**src/rtl/prog_loader_pkg.sv**
```systemverilog
// Shared constants for the program loader: bus widths and FSM state encodings.
package prog_loader_pkg;

    localparam int ADDR_W = 16;
    localparam int DATA_W = 16;
    localparam int BYTE_W = 8;

    localparam logic [2:0] S_CNT_LO = 3'd0;
    localparam logic [2:0] S_CNT_HI = 3'd1;
    localparam logic [2:0] S_DAT_LO = 3'd2;
    localparam logic [2:0] S_DAT_HI = 3'd3;
    localparam logic [2:0] S_CSUM   = 3'd4;
    localparam logic [2:0] S_FIN    = 3'd5;
    localparam logic [2:0] S_DONE   = 3'd6;
    localparam logic [2:0] S_ERR    = 3'd7;

    // States in which the loader still expects stream bytes.
    function automatic logic state_accepts(input logic [2:0] s);
        return (s == S_CNT_LO) || (s == S_CNT_HI) || (s == S_DAT_LO) ||
               (s == S_DAT_HI) || (s == S_CSUM);
    endfunction

endpackage

```
**src/rtl/prog_loader_if.sv**
```systemverilog
// Byte-stream input, out-of-band memory write port and status of the program loader.
interface prog_loader_if;
    import prog_loader_pkg::*;

    logic              load_start;
    logic              rx_valid;
    logic [BYTE_W-1:0] rx_data;
    logic              rx_ready;
    logic [ADDR_W-1:0] oob_write_addr;
    logic [DATA_W-1:0] oob_write_data;
    logic              oob_mem_wen;
    logic              proc_rst;
    logic              done;
    logic              error;

    modport master (
        input  load_start, rx_valid, rx_data,
        output rx_ready, oob_write_addr, oob_write_data, oob_mem_wen,
               proc_rst, done, error
    );

    modport slave (
        output load_start, rx_valid, rx_data,
        input  rx_ready, oob_write_addr, oob_write_data, oob_mem_wen,
               proc_rst, done, error
    );

endinterface

```
**src/rtl/prog_loader.sv**
```systemverilog
// Loads a little-endian word stream (count header, then words) into program memory.
// Define PROG_LOADER_CHECKSUM_EN to require a trailing mod-256 sum byte over the whole stream.
module prog_loader
    import prog_loader_pkg::*;
#(
    parameter logic [ADDR_W-1:0] BASE_ADDR = 16'h0000,
    parameter logic [15:0]       MAX_WORDS = 16'd4096
) (
    input  logic          clk,
    input  logic          rst,
    prog_loader_if.master bus
);

`ifdef PROG_LOADER_CHECKSUM_EN
    localparam logic [2:0] S_AFTER_DATA = S_CSUM;
`else
    localparam logic [2:0] S_AFTER_DATA = S_FIN;
`endif

    logic [2:0]        state_q, state_d;
    logic [15:0]       index_q, index_d;
    logic [15:0]       count_q, count_d;
    logic [BYTE_W-1:0] lo_q, lo_d;
    logic              wen_q, wen_d;
    logic [ADDR_W-1:0] addr_q, addr_d;
    logic [DATA_W-1:0] data_q, data_d;
`ifdef PROG_LOADER_CHECKSUM_EN
    logic [BYTE_W-1:0] csum_q, csum_d;
`endif

    logic        rx_ready;
    logic        xfer;
    logic [15:0] hdr_count;
    logic        last_word;

    assign rx_ready  = state_accepts(state_q) && !bus.load_start;
    assign xfer      = bus.rx_valid && rx_ready;
    assign hdr_count = {bus.rx_data, lo_q};
    assign last_word = (index_q == count_q - 16'd1);

    always_comb begin
        state_d = state_q;
        index_d = index_q;
        count_d = count_q;
        lo_d    = lo_q;
        wen_d   = 1'b0;
        addr_d  = addr_q;
        data_d  = data_q;
`ifdef PROG_LOADER_CHECKSUM_EN
        csum_d  = csum_q;
`endif
        if (bus.load_start) begin
            state_d = S_CNT_LO;
            index_d = '0;
`ifdef PROG_LOADER_CHECKSUM_EN
            csum_d  = '0;
`endif
        end else begin
            if (xfer) begin
`ifdef PROG_LOADER_CHECKSUM_EN
                csum_d = csum_q + bus.rx_data;
`endif
                case (state_q)
                    S_CNT_LO: begin
                        lo_d    = bus.rx_data;
                        state_d = S_CNT_HI;
                    end
                    S_CNT_HI: begin
                        count_d = hdr_count;
                        if (hdr_count == 16'd0)
                            state_d = S_AFTER_DATA;
                        else if (hdr_count > MAX_WORDS)
                            state_d = S_ERR;
                        else
                            state_d = S_DAT_LO;
                    end
                    S_DAT_LO: begin
                        lo_d    = bus.rx_data;
                        state_d = S_DAT_HI;
                    end
                    S_DAT_HI: begin
                        // Write is registered: strobe, address and data all appear the next cycle.
                        wen_d   = 1'b1;
                        addr_d  = BASE_ADDR + index_q;
                        data_d  = {bus.rx_data, lo_q};
                        index_d = index_q + 16'd1;
                        state_d = last_word ? S_AFTER_DATA : S_DAT_LO;
                    end
`ifdef PROG_LOADER_CHECKSUM_EN
                    S_CSUM: begin
                        state_d = (bus.rx_data == csum_q) ? S_FIN : S_ERR;
                    end
`endif
                    default: ;
                endcase
            end
            if (state_q == S_FIN)
                state_d = S_DONE;
        end
    end

    always_ff @(posedge clk or posedge rst) begin
        if (rst) begin
            state_q <= S_CNT_LO;
            index_q <= '0;
            count_q <= '0;
            lo_q    <= '0;
            wen_q   <= 1'b0;
            addr_q  <= '0;
            data_q  <= '0;
`ifdef PROG_LOADER_CHECKSUM_EN
            csum_q  <= '0;
`endif
        end else begin
            state_q <= state_d;
            index_q <= index_d;
            count_q <= count_d;
            lo_q    <= lo_d;
            wen_q   <= wen_d;
            addr_q  <= addr_d;
            data_q  <= data_d;
`ifdef PROG_LOADER_CHECKSUM_EN
            csum_q  <= csum_d;
`endif
        end
    end

    assign bus.rx_ready       = rx_ready;
    assign bus.oob_mem_wen    = wen_q;
    assign bus.oob_write_addr = addr_q;
    assign bus.oob_write_data = data_q;
    assign bus.done           = (state_q == S_DONE);
    assign bus.error          = (state_q == S_ERR);
    assign bus.proc_rst       = (state_q != S_DONE);

endmodule
```
**src/flat_wrapper.sv**
```systemverilog
// flat-port wrapper written by rule: the top's interface ports become plain ports
module prog_loader_flat import prog_loader_pkg::*;
#(
    parameter logic [ADDR_W-1:0] BASE_ADDR = 16'h0000,
    parameter logic [15:0]       MAX_WORDS = 16'd4096
)
  (clk, rst, bus_load_start, bus_rx_valid, bus_rx_data, bus_rx_ready, bus_oob_write_addr, bus_oob_write_data, bus_oob_mem_wen, bus_proc_rst, bus_done, bus_error);
  prog_loader_if bus_i ();
  input  logic clk;
  input  logic rst;
  input wire logic [$bits(bus_i.load_start)-1:0] bus_load_start;
  input wire logic [$bits(bus_i.rx_valid)-1:0] bus_rx_valid;
  input wire logic [$bits(bus_i.rx_data)-1:0] bus_rx_data;
  output wire logic [$bits(bus_i.rx_ready)-1:0] bus_rx_ready;
  output wire logic [$bits(bus_i.oob_write_addr)-1:0] bus_oob_write_addr;
  output wire logic [$bits(bus_i.oob_write_data)-1:0] bus_oob_write_data;
  output wire logic [$bits(bus_i.oob_mem_wen)-1:0] bus_oob_mem_wen;
  output wire logic [$bits(bus_i.proc_rst)-1:0] bus_proc_rst;
  output wire logic [$bits(bus_i.done)-1:0] bus_done;
  output wire logic [$bits(bus_i.error)-1:0] bus_error;
  assign bus_i.load_start = bus_load_start;
  assign bus_i.rx_valid = bus_rx_valid;
  assign bus_i.rx_data = bus_rx_data;
  assign bus_rx_ready = bus_i.rx_ready;
  assign bus_oob_write_addr = bus_i.oob_write_addr;
  assign bus_oob_write_data = bus_i.oob_write_data;
  assign bus_oob_mem_wen = bus_i.oob_mem_wen;
  assign bus_proc_rst = bus_i.proc_rst;
  assign bus_done = bus_i.done;
  assign bus_error = bus_i.error;
  prog_loader #(.BASE_ADDR(BASE_ADDR), .MAX_WORDS(MAX_WORDS)) u_core (.clk(clk), .rst(rst), .bus(bus_i));
endmodule
```
**config.mk**
```make
export PLATFORM = sky130hd
export DESIGN_NAME = prog_loader_flat
export DESIGN_NICKNAME = d
export VERILOG_FILES = /design/src/rtl/prog_loader_pkg.sv /design/src/rtl/prog_loader_if.sv /design/src/rtl/prog_loader.sv /design/src/flat_wrapper.sv
export SDC_FILE = /design/constraint.sdc
export NUM_CORES = 1
export LEC_CHECK = 0
export ABC_AREA = 1
export CAP_MARGIN = 20
export CORE_MARGIN = 8
export CORE_UTILIZATION = 35
export DETAILED_ROUTE_END_ITERATION = 16
export PLACE_DENSITY = 0.51
export SYNTH_ARGS = -nofsm -noshare
export SYNTH_HDL_FRONTEND = slang
export SYNTH_SLANG_ARGS = --single-unit
```
**constraint.sdc**
```tcl
create_clock -name clk -period 3.85 [get_ports clk]
set_clock_uncertainty 0.05 [all_clocks]
set_input_delay 1.155 -clock clk [delete_from_list [all_inputs] [get_ports clk]]
set_output_delay 1.155 -clock clk [all_outputs]
set_load 0.05 [all_outputs]
```
# ---- Yosys cells after proc, flatten, opt, wreduce, memory -nomap -nowiden
# Cells that the tools add are included.
dict set report totals {
  regBits 76
  latch_bits 0
  ramBits 0
  romBits 0
  input_bits 12
  out_inout_bits 37
  elab_cells 52
  mem_count 0
}
dict set report classes {
  addsub 2
  n_mul 0
  div_mod_pow 0
  order_cmp 1
  eq_ne 9
  n_shift 0
  mux 13
  n_bitwise 1
  reduce_logical 19
}
# cell count
set ops {}
lappend ops {{2-to-1 mux 16 bit} 3}
lappend ops {{2-to-1 mux 3 bit} 6}
lappend ops {{adder 16 x 1 -> 16 bit (second input constant)} 1}
lappend ops {{equality test 16 bit} 1}
lappend ops {{greater-than comparator 16 x 13 -> 1 bit (second input constant)} 1}
lappend ops {{zero test 16 bit} 1}
lappend ops {{subtractor 16 x 1 -> 16 bit (second input constant)} 1}
lappend ops {{equality test 3 bit (second input constant)} 4}
lappend ops {{one-hot mux 3 bit (4 select lines)} 1}
lappend ops {{AND reduction 3 bit} 3}
lappend ops {{equality test 3 x 2 -> 1 bit (second input constant)} 2}
lappend ops {{nonzero test 6 bit} 1}
lappend ops {{logical OR 1 bit} 4}
lappend ops {{AND reduction 2 bit} 2}
lappend ops {{nonzero test 2 bit} 2}
lappend ops {{equality test 3 x 1 -> 1 bit (second input constant)} 1}
lappend ops {{zero test 3 bit} 1}
lappend ops {{2-to-1 mux 1 bit} 3}
lappend ops {{inequality test 3 bit (second input constant)} 1}
lappend ops {{nonzero test 3 bit} 1}
lappend ops {{logical AND 1 bit} 2}
lappend ops {{OR reduction 2 bit} 1}
lappend ops {{zero test 1 bit} 1}
lappend ops {{inverter 1 bit} 1}

# ---- Depth between registers and ports, before layout
dict set report logic_depth {
  word_depth 10
  ltp_mapped 16
  mapped_depth_nobuf 16
}

# ---- Worst setup path before layout
# Ideal clock, no wire load.
dict set report synth_timing {
  path_kind {input to output}
  from {input port bus_load_start}
  to {output port bus_rx_ready}
  arrival_ps 2009
  required_time_ps 2645
  slack_ps 636
  cell_stages 2
  n_path_buf 1
  path_cell_list {buf_2 nor2_1}
}
dict set report synth_via {
  elab_chain_cells 2
}
# element line
set synth_rtl {}
lappend synth_rtl {{from (decl)} flat_wrapper.sv:11} ;# input wire logic [$bits(bus_i.load_start)-1:0] bus_load_start;
lappend synth_rtl {{zero test 1 bit} prog_loader.sv:36} ;# assign rx_ready = state_accepts(state_q) && !bus.load_start;
lappend synth_rtl {{logical AND 1 bit} prog_loader.sv:36}
lappend synth_rtl {{to (decl)} flat_wrapper.sv:14} ;# output wire logic [$bits(bus_i.rx_ready)-1:0] bus_rx_ready;
# No other way between the ends.

# ---- Final worst setup path
# Ends and elaborated chain as after synthesis.

==> metrics.log <==
INFO  metric outcome = finished, final reports clean
INFO  metric internal-power = 2.18 mW
INFO  metric port-buffer-count = 48
INFO  metric crit_chain = clkdlybuf4s50_1, nor2_1, buf_12
INFO  metric die_area = 15100 um^2
INFO  metric reg2reg_capture_point = u_core.state_q[2]$_DFFE_PP0P_
INFO  metric vias_per_cell = 4.63
INFO  metric number_of_synthesized_flops_with_an_enable_pin = 0
INFO  metric clk_pin_slew_worst_paths = roughly 0.050 ns
INFO  metric gr-total-overflow = 0
INFO  metric fillerInstances = ~1200
INFO  metric dominantRegCellSynth = sky130_fd_sc_hd__dfrtp_1
INFO  metric cts-buffers-inserted = 9
INFO  metric grt_pass1_vias = between 3000 and 4000
INFO  metric final_util = between 40 and 50%
INFO  metric power.switching = ~1.5 mW
INFO  metric number_of_distinct_library_cell_variants_in_the_gate_level_netlist_after_synthesis = 37
INFO  metric min_from = u_core.bus.oob_write_addr[7]$_DFFE_PP0P_
INFO  metric num_rows = 39
INFO  metric use_met1 = 18.1%
INFO  metric worst-slew-pin-transition = about 0.85 ns
INFO  metric p_seq_share = 32.2%
INFO  metric synthTopCellsByCount = sky130_fd_sc_hd__nand2_1 (153), sky130_fd_sc_hd__dfrtp_1 (76), sky130_fd_sc_hd__inv_1 (63), sky130_fd_sc_hd__o21ai_0 (63), sky130_fd_sc_hd__nor2_1 (52)
INFO  metric cts_resized = 0
INFO  metric power.share.switching = 40.9%
INFO  metric timing.critical_path.slowest_stage_cell = sky130_fd_sc_hd__clkdlybuf4s50_1
INFO  metric drt_first_pass_iters = 5
INFO  metric criticalPathCategory = in2out
INFO  metric hpwlAfterDp = about 7200 um
INFO  metric area_growth_from_synthesis_to_layout = 25.0%
INFO  metric synthesis.nets = between 500 and 600
INFO  metric area_taken_by_multi_input_logic_gates = about 1800 um^2
INFO  metric synth_top_area_share = 47.6%
INFO  metric cp_startpoint_kind = input pin
INFO  metric post-cts-setup-buffer-count = 0
INFO  metric worst_ir_drop_vdd = 0.000662 V
INFO  metric synthMostInstantiatedCell = sky130_fd_sc_hd__nand2_1
INFO  metric cts.path.max_buffers = 2
INFO  metric starting_drc_count_in_detailed_routing = about 140
INFO  metric synth-seq-cells = 76
INFO  metric hold_viol_final = 0
INFO  metric ff2ff_path_depth = 12
INFO  metric clock-sinks = 76
INFO  metric grt_setup_unrepaired = no
INFO  metric tritoncts = built
INFO  metric netlist_area = 4000 um^2
INFO  metric synthCells = 520
INFO  metric hold_fix_buffers_cts = 0
INFO  metric synth_largest_area_cell = sky130_fd_sc_hd__dfrtp_1
INFO  metric design.core.area = between 10000 and 15000 um^2
INFO  metric finalWeightedCongestion = around 0.86
INFO  metric wire_length_of_the_first_global_routing_pass = ~17000 um
INFO  metric gr-max-usage-layer = met2
INFO  metric io_pins = 49
INFO  metric arrival = just under 2 ns
INFO  metric timing.max_cap.violations = 0
INFO  metric insertedDiodeCount = 0
INFO  metric drive_above_1_share = 7.16%
INFO  metric dieWidth = 123 um
INFO  metric yosysSeqAreaShare = 47.6%
INFO  metric number_of_antenna_violations_at_the_first_check_in_global_routing = 0
INFO  metric cp_data_required_time = approximately 2.6 ns
INFO  metric worst_skew_pair.late_latency = between 0.3 and 0.4 ns
INFO  metric cp_num_buf_inv = 2
INFO  metric clockPowerShare = about a quarter
INFO  metric power_leakage = around 2.4 nW
INFO  metric drv_slew = 0
INFO  metric synth.area.top_cells = sky130_fd_sc_hd__dfrtp_1 (48%), sky130_fd_sc_hd__nand2_1 (14%), sky130_fd_sc_hd__o21ai_0 (7.9%)
INFO  metric nets = between 500 and 600
INFO  metric cts.htree.levels = 3
INFO  metric met3_usage = between 4 and 5%
INFO  metric worstHoldPathType = reg2reg
INFO  metric ys.warnings.count = 0
INFO  metric groute.usage.overall = between 10% and 20%
INFO  metric worstSetupEndpointType = output port
INFO  metric worst_path_largest_cell_delay = between 0.4 and 0.5 ns
INFO  metric crit_fanout = 2
INFO  metric syn_avg_cell_area = just under 8 um^2
INFO  metric ff_latch_area = ~1900 um^2
INFO  metric final.period_utilization = approximately 80%
INFO  metric pwr-share-comb = between 40% and 50%
INFO  metric power_density = 739 nW/um^2
INFO  metric postRouteWirelength = ~9600 um
INFO  metric holdPathEnd = u_core.bus.oob_write_addr[7]$_DFFE_PP0P_
INFO  metric finalWorstPathRequiredPeriod = ~3.2 ns
INFO  metric clock.fmax = around 320 MHz
INFO  metric post_route_ant_nets = 0
INFO  metric top_family_by_delay_on_critical_path = buffers and inverters
INFO  metric use_met2 = between 20% and 30%
INFO  metric setup_violations_final = 0
INFO  metric clk_root_buffer_cell = sky130_fd_sc_hd__clkbuf_16
INFO  metric worst_slew_margin_rel = between 40% and 50%
INFO  metric grt_max_degree = between 60 and 70
INFO  metric r2r_slack = around 1.8 ns
INFO  metric start_util = between 30 and 40%
INFO  metric post-route-drc-count = 0
INFO  metric wl_per_cell = approximately 13 um
INFO  metric async_flop_share = 100%
INFO  metric route.vias.total = between 3000 and 4000
INFO  metric fin_setup_tns = 0 ns
INFO  metric timing.hold.worst_path_depth = 2
INFO  metric reg2reg_from = u_core.count_q[0]$_DFFE_PP0P_
INFO  metric die_y = between 100 and 150 um
-- metrics by stage --
step | instance area [um^2] | instances | hold WS [ns] | total power, mW | setup WS, ns
2_1_floorplan | 4000 | 520 | 0.403 | 2.32 | 0.636
3_3_place_gp | 4640 | 700 | 0.414 | 2.72 | 0.695
3_5_place_dp | 4640 | 700 | 0.425 | 2.73 | 0.689
4_1_cts | 4990 | 716 | 0.440 | 3.74 | 0.668
5_1_grt | 4990 | 716 | 0.445 | 3.98 | 0.654
6_report | 4990 | 716 | 0.434 | 3.69 | 0.692
-- worst max path at each step --
stage	start	endpoint	cells past startpoint
after floorplan	bus_load_start	bus_rx_ready	2
after global routing	bus_load_start	bus_rx_ready	3
after detailed placement	bus_load_start	bus_rx_ready	3
after CTS	bus_load_start	bus_rx_ready	3
after global placement	bus_load_start	bus_rx_ready	3
final	bus_load_start	bus_rx_ready	3
-- kinds of logic (layout without fill, tap and decap cells) --
group                    Yosys count  count (layout)  share of synthesized area (%)
AND/OR/NAND/NOR                  267             267                           30.1
buffers and inverters             82             135                           7.92
AO/OA/AOI/OAI                     77              77                           10.1
flip-flops                        76              76                           47.6
XOR/XNOR                          16              16                           3.70
adder cells (fa/ha/maj)            2               2                          0.626
-- power groups by stage --
stage	combinational, mW	clock (mW)	sequential, mW
finish	1.52	0.983	1.19
global route	1.72	1.04	1.22
CTS	1.54	1.01	1.19
detailed placement	1.53	0	1.20
global placement	1.52	0	1.20
floorplan	0.912	0	1.40
-- flip-flops by register name, indices dropped and copies added, names as in the netlist --
register,count
u_core.index_q,16
u_core.bus.oob_write_addr,16
u_core.count_q,16
u_core.bus.oob_write_data,16
u_core.lo_q,8
u_core.state_q,3
u_core.bus.oob_mem_wen,1
-- worst reg2reg max path, cell delays in order (launching register included) --
cell                      delay [ns]
sky130_fd_sc_hd__dfrtp_1        0.41
sky130_fd_sc_hd__inv_1          0.13
sky130_fd_sc_hd__ha_1           0.27
sky130_fd_sc_hd__nand2_2        0.15
sky130_fd_sc_hd__nor2_8         0.17
sky130_fd_sc_hd__xor2_2         0.17
sky130_fd_sc_hd__nand3_1        0.08
sky130_fd_sc_hd__or2_1          0.25
sky130_fd_sc_hd__nor2_2         0.09
sky130_fd_sc_hd__nand3_2        0.07
sky130_fd_sc_hd__nand3_1        0.08
sky130_fd_sc_hd__nand2_1        0.05
sky130_fd_sc_hd__nand2_1        0.05
-- final cells by class --
class	instances	share of cell area, %
Clock buffer	11	4.86
Inverter	68	5.24
Tap cell	143	3.58
Multi-Input combinational cell	362	35.6
Clock inverter	5	2.15
Timing Repair Buffer	51	10.5
Sequential cell	76	38.1
-- layout by cell type, fill, tap and decap left out, types with 3 or more instances in the layout --
| cell | Yosys | routed |
|---|---|---|
| sky130_fd_sc_hd__and2_1 | 3 | 3 |
| sky130_fd_sc_hd__clkbuf_16 | 0 | 9 |
| sky130_fd_sc_hd__nor2_8 | 3 | 3 |
| sky130_fd_sc_hd__nor3_1 | 3 | 3 |
| sky130_fd_sc_hd__nand2_1 | 153 | 153 |
| sky130_fd_sc_hd__nor3_2 | 3 | 3 |
| sky130_fd_sc_hd__nor2_1 | 52 | 52 |
| sky130_fd_sc_hd__nand2_2 | 3 | 3 |
| sky130_fd_sc_hd__nand3_1 | 27 | 27 |
| sky130_fd_sc_hd__o21ai_0 | 63 | 63 |
| sky130_fd_sc_hd__xor2_1 | 5 | 5 |
| sky130_fd_sc_hd__nand4_1 | 7 | 7 |
| sky130_fd_sc_hd__xnor2_1 | 10 | 10 |
| sky130_fd_sc_hd__clkdlybuf4s50_1 | 0 | 47 |
| sky130_fd_sc_hd__nand2_4 | 3 | 3 |
| sky130_fd_sc_hd__dfrtp_1 | 76 | 76 |
| sky130_fd_sc_hd__inv_1 | 63 | 62 |
| sky130_fd_sc_hd__a21oi_1 | 8 | 8 |
| sky130_fd_sc_hd__bufinv_16 | 0 | 3 |
-- metal layers --
metal	up-vias	share of wire (%)
li1	1738	-
met1	1506	49
met2	62	44
met3	7	6.1
met4	0	1.2
met5	-	0
(Power assumes the default switching activity.)
